`src/rtl/word_deserializer.sv`:
```
// word_deserializer
// Assembles up to BEATS narrow WIDTH-bit beats from a valid/ready input
// stream into one packed word, presented on a valid/ready output.
//
// Ports:
//   clock      system clock
//   reset      asynchronous, active-high reset
//   clear      synchronous abort, discards the partial or held word
//   in_data    input beat
//   in_valid   in_data is valid
//   in_last    beat ends the frame early (qualified by in_valid)
//   in_ready   block accepts a beat this cycle
//   out_data   assembled word, unfilled slots are zero
//   out_count  number of valid beats in out_data (1..BEATS)
//   out_valid  out_data / out_count are valid
//   out_ready  consumer takes the word this cycle
//
// Build option:
//   WORD_DESER_MSB_FIRST_EN  first beat lands in the top slot and short
//                            words are left-aligned. Default: first beat
//                            in slot 0, short words right-aligned.
//
// state | meaning
// ------+-----------------------------------------------
// FILL  | collecting beats into slot idx, in_ready=1
// HOLD  | completed word presented, in_ready=out_ready
module word_deserializer #(
  parameter int WIDTH = 8,
  parameter int BEATS = 4
) (
  input  logic                             clock,
  input  logic                             reset,
  input  logic                             clear,
  input  logic [WIDTH-1:0]                 in_data,
  input  logic                             in_valid,
  input  logic                             in_last,
  output logic                             in_ready,
  output logic [BEATS-1:0][WIDTH-1:0]      out_data,
  output logic [$clog2(BEATS+1)-1:0]       out_count,
  output logic                             out_valid,
  input  logic                             out_ready
);

  localparam int IDX_W = $clog2(BEATS);
  localparam int CNT_W = $clog2(BEATS+1);

  typedef enum logic {FILL = 1'b0, HOLD = 1'b1} state_t;

  state_t                        state, state_n;
  logic [IDX_W-1:0]              idx, idx_n;
  logic [BEATS-1:0][WIDTH-1:0]   slots, slots_n;
  logic [CNT_W-1:0]              count, count_n;
  logic                          accept;

  // Logical beat index to physical slot.
  function automatic logic [IDX_W-1:0] slot_of(input logic [IDX_W-1:0] k);
`ifdef WORD_DESER_MSB_FIRST_EN
    return IDX_W'(BEATS-1) - k;
`else
    return k;
`endif
  endfunction

  // in_ready only looks at clear, out_ready and registered state, so the
  // output side never sees a combinational path from the in_* inputs.
  always_comb begin
    if (clear)
      in_ready = 1'b0;
    else if (state == FILL)
      in_ready = 1'b1;
    else
      in_ready = out_ready;
  end

  assign accept    = in_valid && in_ready;
  assign out_valid = (state == HOLD);
  assign out_data  = slots;
  assign out_count = count;

  always_comb begin
    state_n = state;
    idx_n   = idx;
    slots_n = slots;
    count_n = count;
    if (clear) begin
      state_n = FILL;
      idx_n   = '0;
      slots_n = '0;
      count_n = '0;
    end else begin
      case (state)
        FILL: begin
          if (accept) begin
            slots_n[slot_of(idx)] = in_data;
            if (idx == IDX_W'(BEATS-1) || in_last) begin
              state_n = HOLD;
              count_n = CNT_W'(idx) + CNT_W'(1);
              idx_n   = '0;
            end else begin
              idx_n = idx + IDX_W'(1);
            end
          end
        end
        HOLD: begin
          if (out_ready) begin
            // Handoff: the next frame starts from an all-zero word.
            slots_n = '0;
            count_n = '0;
            idx_n   = '0;
            state_n = FILL;
            if (accept) begin
              slots_n[slot_of('0)] = in_data;
              if (in_last) begin
                // Single-beat frame right behind the previous one.
                state_n = HOLD;
                count_n = CNT_W'(1);
              end else begin
                idx_n = IDX_W'(1);
              end
            end
          end
        end
        default: begin
          state_n = FILL;
          idx_n   = '0;
          slots_n = '0;
          count_n = '0;
        end
      endcase
    end
  end

  always_ff @(posedge clock or posedge reset) begin
    if (reset) begin
      state <= FILL;
      idx   <= '0;
      slots <= '0;
      count <= '0;
    end else begin
      state <= state_n;
      idx   <= idx_n;
      slots <= slots_n;
      count <= count_n;
    end
  end

endmodule

```
`config.mk`:
```
export PLATFORM = sky130hd
export DESIGN_NAME = word_deserializer
export DESIGN_NICKNAME = d
export VERILOG_FILES = /design/src/rtl/word_deserializer.sv
export SDC_FILE = /design/constraint.sdc
export NUM_CORES = 1
export LEC_CHECK = 0
export ABC_AREA = 1
export CAP_MARGIN = 20
export CELL_PAD_IN_SITES_DETAIL_PLACEMENT = 1
export CELL_PAD_IN_SITES_GLOBAL_PLACEMENT = 1
export CORE_AREA = 2 2 72 74
export DETAILED_ROUTE_END_ITERATION = 10
export DIE_AREA = 0 0 74 76
export PLACE_DENSITY_LB_ADDON = 0.3
export SYNTH_ARGS = -nofsm -noshare
export SYNTH_HDL_FRONTEND = slang
export SYNTH_SLANG_ARGS = --single-unit
```
`constraint.sdc`:
```
create_clock -name clock -period 3.7 [get_ports clock]
set_input_delay 0.74 -clock clock [delete_from_list [all_inputs] [get_ports clock]]
set_output_delay 0.74 -clock clock [all_outputs]
set_load 0.05 [all_outputs]
```
After elaboration in Yosys (flattened, before gate mapping)
Index checks and enable logic that the tools add are counted.

word-level totals
  output and inout bits = 37
  bits of input ports = 14
  bits in registers = 38
  word-level logic and storage cells = 52

cells by class
  eq/ne operators = 4
  order comparisons = 2
  add/sub/neg operators = 2
  reductions and logical operators = 5
  multiplexer cells = 31
  bitwise logic cells = 1

operator list
  operator                                                                             count
  32-bit 2-to-1 mux                                                                    3
  32-bit case mux with 2 select lines                                                  1
  32-bit bitwise mux                                                                   1
  8-bit demux with 2-bit select                                                        1
  8-bit 2-to-1 mux                                                                     2
  1-bit 2-to-1 mux                                                                     12
  3-bit 2-to-1 mux                                                                     4
  2-bit 2-to-1 mux                                                                     4
  3-bit inequality test, second input constant                                         2
  3-bit case mux with 2 select lines                                                   1
  2-bit case mux with 2 select lines                                                   1
  2-bit by 1-bit adder with 3-bit output, second input constant                        1
  2-bit by 3-bit < comparator with 1-bit output, second input constant                 1
  3-bit by 2-bit inequality test with 1-bit output, second input constant              1
  3-bit AND reduction                                                                  1
  2-bit by 1-bit adder with 2-bit output, second input constant                        1
  2-bit == test, second input constant                                                 1
  2-bit by 1-bit greater-or-equal comparator with 1-bit output, second input constant  1
  1-bit logical AND                                                                    2
  1-bit case mux with 2 select lines                                                   1
  2-bit AND reduction                                                                  1
  1-bit logical OR                                                                     1
  1-bit NOT                                                                            1

Longest topological paths before layout
Gate-level depths: netlist of the first run.

  word-level depth = 8
  gate-level depth with buffers = 8
  mapped depth without buffers = 8

Worst setup path after synthesis of the first run
OpenSTA, ideal clock, no wires.

  kind = input to output
  from = input clear
  to = output in_ready
  data required time = 2960 ps
  path slack = 1248 ps
  arrival time = 1712 ps
  path buffers = 1
  stages = 2
  cells stage by stage = buf_2 -> a21oi_1

on the way
  word-level cells in the longest chain between the ends = 1

RTL lines
  element           RTL line  source
  from (decl)       33        input logic clear,
  1-bit 2-to-1 mux  67        if (clear)
  to (decl)         37        output logic in_ready,

Every way passes these cells.

Final worst setup path of the first run
Ends and elaborated chain as after synthesis.

==> results of run 1 <==
-- stage by stage --
stage	hold slack, ns	instance area, µm²
after global placement	0.454	2320
after CTS	0.476	2410
after global routing	0.505	2410
after detailed placement	0.458	2320
after floorplan	0.580	1750
final	0.471	2410
-- flip-flops by register name, indices dropped and copies added, names as in the netlist --
signal     flops
out_data      32
out_count      3
idx            2
out_valid      1
-- worst paths after layout --
kind | startpoint | to | slack (ns) | depth (start not counted)
setup / recovery | clear | in_ready | 0.99 | 3
hold / removal | out_data[6] | out_data[6] | 0.47 | 2
setup reg to reg | out_valid | out_data[17] | 2.10 | 5
hold reg to reg | out_data[6] | out_data[6] | 0.47 | 2
max in group asynchronous | reset | out_data[15] | 2.49 | 3
min in group asynchronous | reset | out_data[25] | 0.86 | 3
-- Yosys cell counts (all sizes together) --
cell type	number	area share [%]
buf	3	1.6
a21oi	2	0.57
nor3	1	0.57
nand4	3	1.1
o21bai	1	0.43
inv	19	4.1
nand2	77	17
nor2	17	4.6
nand3	14	4.0
ha	4	2.9
dfrtp	38	54
o21ai	25	8.9
-- power by group through the flow --
stage	Clock (mW)	Sequential (mW)	Combinational [mW]
final	0.294	0.450	0.226
after global routing	0.320	0.453	0.246
after CTS	0.305	0.451	0.230
after detailed placement	0	0.459	0.229
after global placement	0	0.458	0.226
after floorplan	0	0.524	0.0844
-- cell families after synthesis --
kind of cell | Yosys count | synth area share, %
and+or+nand+nor | 112 | 27.4
DFF | 38 | 54.3
AOI/OAI and AO/OA | 28 | 9.86
buffers and inverters | 22 | 5.64
adders and majority gates | 4 | 2.86
-- cell type report --
type	instances	area (µm²)	share of cell area [%]
inverters	19	71.3	2.96
flip-flops and latches	38	951	39.5
well taps	70	87.6	3.64
repair buffers	51	505	21.0
clock buffers	7	86.3	3.58
clock inverters	1	5.00	0.208
multi-input cells	144	702	29.1
-- worst max-delay path: stages --
cell	delay, ns
clkdlybuf4s50_1	0.70
a21oi_1	0.30
buf_4	0.24
-- layer usage --
metal / global-route usage (%) / routed length (µm) / vias up
met5: 0 / 0 / -
met3: 4.50 / 172 / 6
li1: - / - / 755
met4: 4.91 / 59 / 0
met2: 29.5 / 2230 / 31
met1: 20.6 / 1860 / 717
==> results_dict.tcl, run 1 <==
set metrics [dict create \
    outcome "finished clean" \
    remaining_drc_errors 0 \
    p_comb_share_pct 23.3 \
    layout_commonest_cell "nand2_1" \
    crit_arrival_ns 1.97 \
    htree_levels 2 \
    crit_type "primary input to output port" \
    post_drt_wl_per_cell_um 13.1 \
    pwr_density_cell_nw_per_um2 403 \
    core_area_um2 4910 \
    cts_buffer_depth 2 \
    syn_area_um2 1750 \
    die_height_um 76 \
    antenna_cells 0 \
    filler_cell_count 592 \
    slew_headroom_pct 61.6 \
    min_period_ns 2.71 \
    drv_slew 0 \
    period_share_pct 73.3 \
    io_buffer_count 50 \
    switchingPower_mw 0.313 \
    min_path_type "flip-flop to flip-flop" \
    fmax_ghz 0.368 \
    ys_seq_area_share_pct 54.3 \
    p_clk_share_pct 30.3 \
    critical_path_required_ns 2.96 \
    syn_inst 204 \
    post_cts_buffers 0 \
    via_per_inst 4.57 \
    final.setup.worst_slack_ns 0.986 \
    dp_cells 322 \
    grt_setup_unrepaired "false" \
    antenna_found_initial 0 \
    initial_core_util_pct 35.7 \
    synth-seq-cells 38 \
    drtIter0Drc 85 \
    grt_util_all_layers_pct 17.1 \
    ys_types 20 \
    p_int_mw 0.658 \
    final_core_util_pct 49.0 \
    final_cell_count_no_fill 330 \
    avgSynthCellArea_um2 8.59 \
    grt_max_degree 39 \
    crit_path_end_kind "output port" \
    crit_path_start_kind "primary input" \
    p_leak_nw 1.15 \
    holdBufCountCts 0 \
    grt_pass1_wl_mm 7.38 \
    io_pins 51 \
    drv_cap 0 \
    row_count 26 \
    cts_sinks 38 \
    seqPwrFrac_pct 46.4 \
    tightest_slew_ns 0.574 \
    via_count 1509 \
    die-area_um2 5620 \
    final_cell_mix "nand2_1, clkdlybuf4s50_1, dfrtp_1" \
    path_clk_slew_ns 0.07 \
    grt_pass1_vias 1567 \
    cts_resized 0 \
    cts_inserted_buffers 5 \
    total_power_mw 0.971 \
    power_switching_share_pct 32.3 \
    tritoncts "built" \
    drive_gt1_share_pct 7.69 \
    final_nets 277 \
    drtPass1Iterations 4 \
    antenna_left 0 \
    finalSetupViolCount 0 \
    yosysWarningCount 0 \
    place_ws_ns 0.987 \
    clock-root-buffer "clkbuf_8" \
    gr-total-overflow 0 \
    hold_viol_final 0 \
    place.gp.congestion 0.785 \
    setup_tns_ns 0 \
    worst-path-max-fanout 13 \
    dp_hpwl_mm 3.30 \
    finalClockSkew_ns 0.00519 \
    die_w_um 74 \
    clock_latency_ns 0.29 \
    synthesis.nets 222 \
    wl_mm 4.32 \
    peakVddDrop_mv 0.191 \
    area_growth_pct 37.5 \
]
Note: power is estimated with default switching activity, not from simulation.
==> inputs of run 2 (changes only) <==
--- a/config.mk
+++ b/config.mk
@@ -9,9 +9,9 @@
 export CAP_MARGIN = 20
 export CELL_PAD_IN_SITES_DETAIL_PLACEMENT = 1
 export CELL_PAD_IN_SITES_GLOBAL_PLACEMENT = 1
-export CORE_AREA = 2 2 72 74
+export CORE_AREA = 2 2 79 81
 export DETAILED_ROUTE_END_ITERATION = 10
-export DIE_AREA = 0 0 74 76
+export DIE_AREA = 0 0 81 83
 export PLACE_DENSITY_LB_ADDON = 0.3
 export SYNTH_ARGS = -nofsm -noshare
 export SYNTH_HDL_FRONTEND = slang
==> constraint.sdc (replaced) <==
create_clock -name clock -period 2.41 [get_ports clock]
set_input_delay 0.482 -clock clock [delete_from_list [all_inputs] [get_ports clock]]
set_output_delay 0.482 -clock clock [all_outputs]
set_load 0.05 [all_outputs]
==> run 2 against run 1 <==
Against the previous run: count of clock-buffer cells in the layout unchanged; non-clock buffer count grew 2; die area grew 20%; total power increased by 55%; largest cell class unchanged.
==> results_dict.tcl, run 2 (synthesis results as in run 1) <==
set metrics [dict create \
    place.gp.congestion 0.775 \
    grt_setup_unrepaired "false" \
    power_switching_share_pct 32.4 \
    outcome "finished clean" \
    holdBufCountCts 0 \
    clock_latency_ns 0.29 \
    crit_type "primary input to output port" \
    crit_path_start_kind "primary input" \
    drtPass1Iterations 4 \
    peakVddDrop_mv 0.227 \
    worst-path-max-fanout 5 \
    critical_path.top_delay_family "buffers and inverters" \
    design_area_um2 2440 \
    placed_area_um2 2350 \
    drtIter0Drc 47 \
    p_int_mw 1.01 \
    crit_chain "clkdlybuf4s50_1 -> a21oi_1 -> buf_12" \
    grt_max_degree 39 \
    die_w_um 81 \
    final_nets 279 \
    cts_inserted_buffers 5 \
    hold_viol_final 0 \
    grt_pass1_vias 1575 \
    fmax_ghz 0.504 \
    min_path_type "flip-flop to flip-flop" \
    via_count 1529 \
    period_share_pct 82.3 \
    final_cell_mix "nand2_1, clkdlybuf4s50_1, dfrtp_1" \
    path_clk_slew_ns 0.07 \
    p_comb_share_pct 23.8 \
    finalClockSkew_ns 0.00375 \
    final.setup.worst_slack_ns 0.426 \
    area_growth_pct 39.4 \
    min_period_ns 1.98 \
    routed-wl-met3_um 214 \
    highest_layer "met4" \
    antenna_found_initial 0 \
    drive_gt1_share_pct 8.40 \
    via_per_inst 4.54 \
    wl_met1_mm 2.04 \
    io_pins 51 \
    post_cts_buffers 0 \
    antenna_left 0 \
    dp_hpwl_mm 3.38 \
    setup_tns_ns 0 \
    initial_core_util_pct 30.1 \
    antenna_cells 0 \
    critical_path_required_ns 1.93 \
    die-area_um2 6720 \
    finalSetupViolCount 0 \
    die_height_um 83 \
    row_count 28 \
    gr-total-overflow 0 \
    drv_slew 0 \
    slew_headroom_pct 66.2 \
    post_drt_wl_per_cell_um 13.4 \
    remaining_drc_errors 0 \
    cp_slowest_cell "clkdlybuf4s50_1" \
    grt_util_all_layers_pct 14.8 \
    wl_met2_mm 2.20 \
    cts_resized 0 \
    switchingPower_mw 0.487 \
    crit_arrival_ns 1.50 \
    slowest_delay_ns 0.52 \
    wl_mm 4.52 \
    p_clk_share_pct 30.3 \
    clock-root-buffer "clkbuf_8" \
    tightest_slew_ns 0.505 \
    place_ws_ns 0.369 \
    layout_commonest_cell "nand2_1" \
    largest_register_ffs 32 \
    p_leak_nw 1.16 \
    cts_sinks 38 \
    cts_buffer_depth 2 \
    seqPwrFrac_pct 45.8 \
    cp_num_buf_inv 2 \
    core_area_um2 5820 \
    htree_levels 2 \
    grt_pass1_wl_mm 7.69 \
    drv_cap 0 \
    crit_path_end_kind "output port" \
    fin_hold_ws_ns 0.476 \
    io_buffer_count 50 \
    tritoncts "built" \
    pwr_density_cell_nw_per_um2 615 \
]
## run 2: cell count changes in the layout (fill, tap and decap cells not counted), sizes merged
cell,change
buf,+2
## run 2: final cells by class
cell class	instances	area (µm²)
clock buffer	7	86.3
clock inverter	1	5.00
fill	710	3370
inverter	19	71.3
multi-input combinational	144	702
sequential	38	951
tap	75	93.8
timing repair buffer	53	533
## run 2: path summary, 6_finish.rpt
path	slack, ns	endpoint	cells past startpoint	from
min	0.48	out_data[6]	2	out_data[6]
min in group asynchronous	0.63	out_data[17]	3	reset
min reg2reg	0.48	out_data[6]	2	out_data[6]
max reg2reg	0.86	out_data[9]	6	idx[1]
max in group asynchronous	1.45	out_data[4]	3	reset
max	0.43	in_ready	3	clear
## run 2: worst register-to-register path, cell delays in order (launching register included)
cell,delay (ns)
dfrtp_1,0.40
inv_1,0.10
ha_1,0.25
inv_1,0.07
nor2_1,0.33
nand2_1,0.09
o21ai_0,0.20
## run 2: stage by stage
| stage | power (mW) | utilization [%] | instances |
|---|---|---|---|
| 3_3_place_gp | 1.06 | 40.4 | 329 |
| 2_1_floorplan | 0.934 | - | 204 |
| 5_1_grt | 1.59 | 42.0 | 337 |
| 6_report | 1.50 | 42.0 | 337 |
| 4_1_cts | 1.53 | 42.0 | 337 |
| 3_5_place_dp | 1.06 | 40.4 | 329 |
## run 2: per-layer routing
metal | global-route usage, % | up-vias
met4 | 5.08 | 0
li1 | - | 763
met3 | 3.80 | 7
met1 | 19.0 | 725
met5 | 0 | -
met2 | 23.9 | 34
## run 2: power groups by stage
stage	Combinational (mW)	Sequential (mW)	Clock, mW
floorplan	0.130	0.804	0
global placement	0.359	0.701	0
detailed placement	0.363	0.701	0
CTS	0.364	0.689	0.475
global route	0.389	0.694	0.506
finish	0.358	0.688	0.456
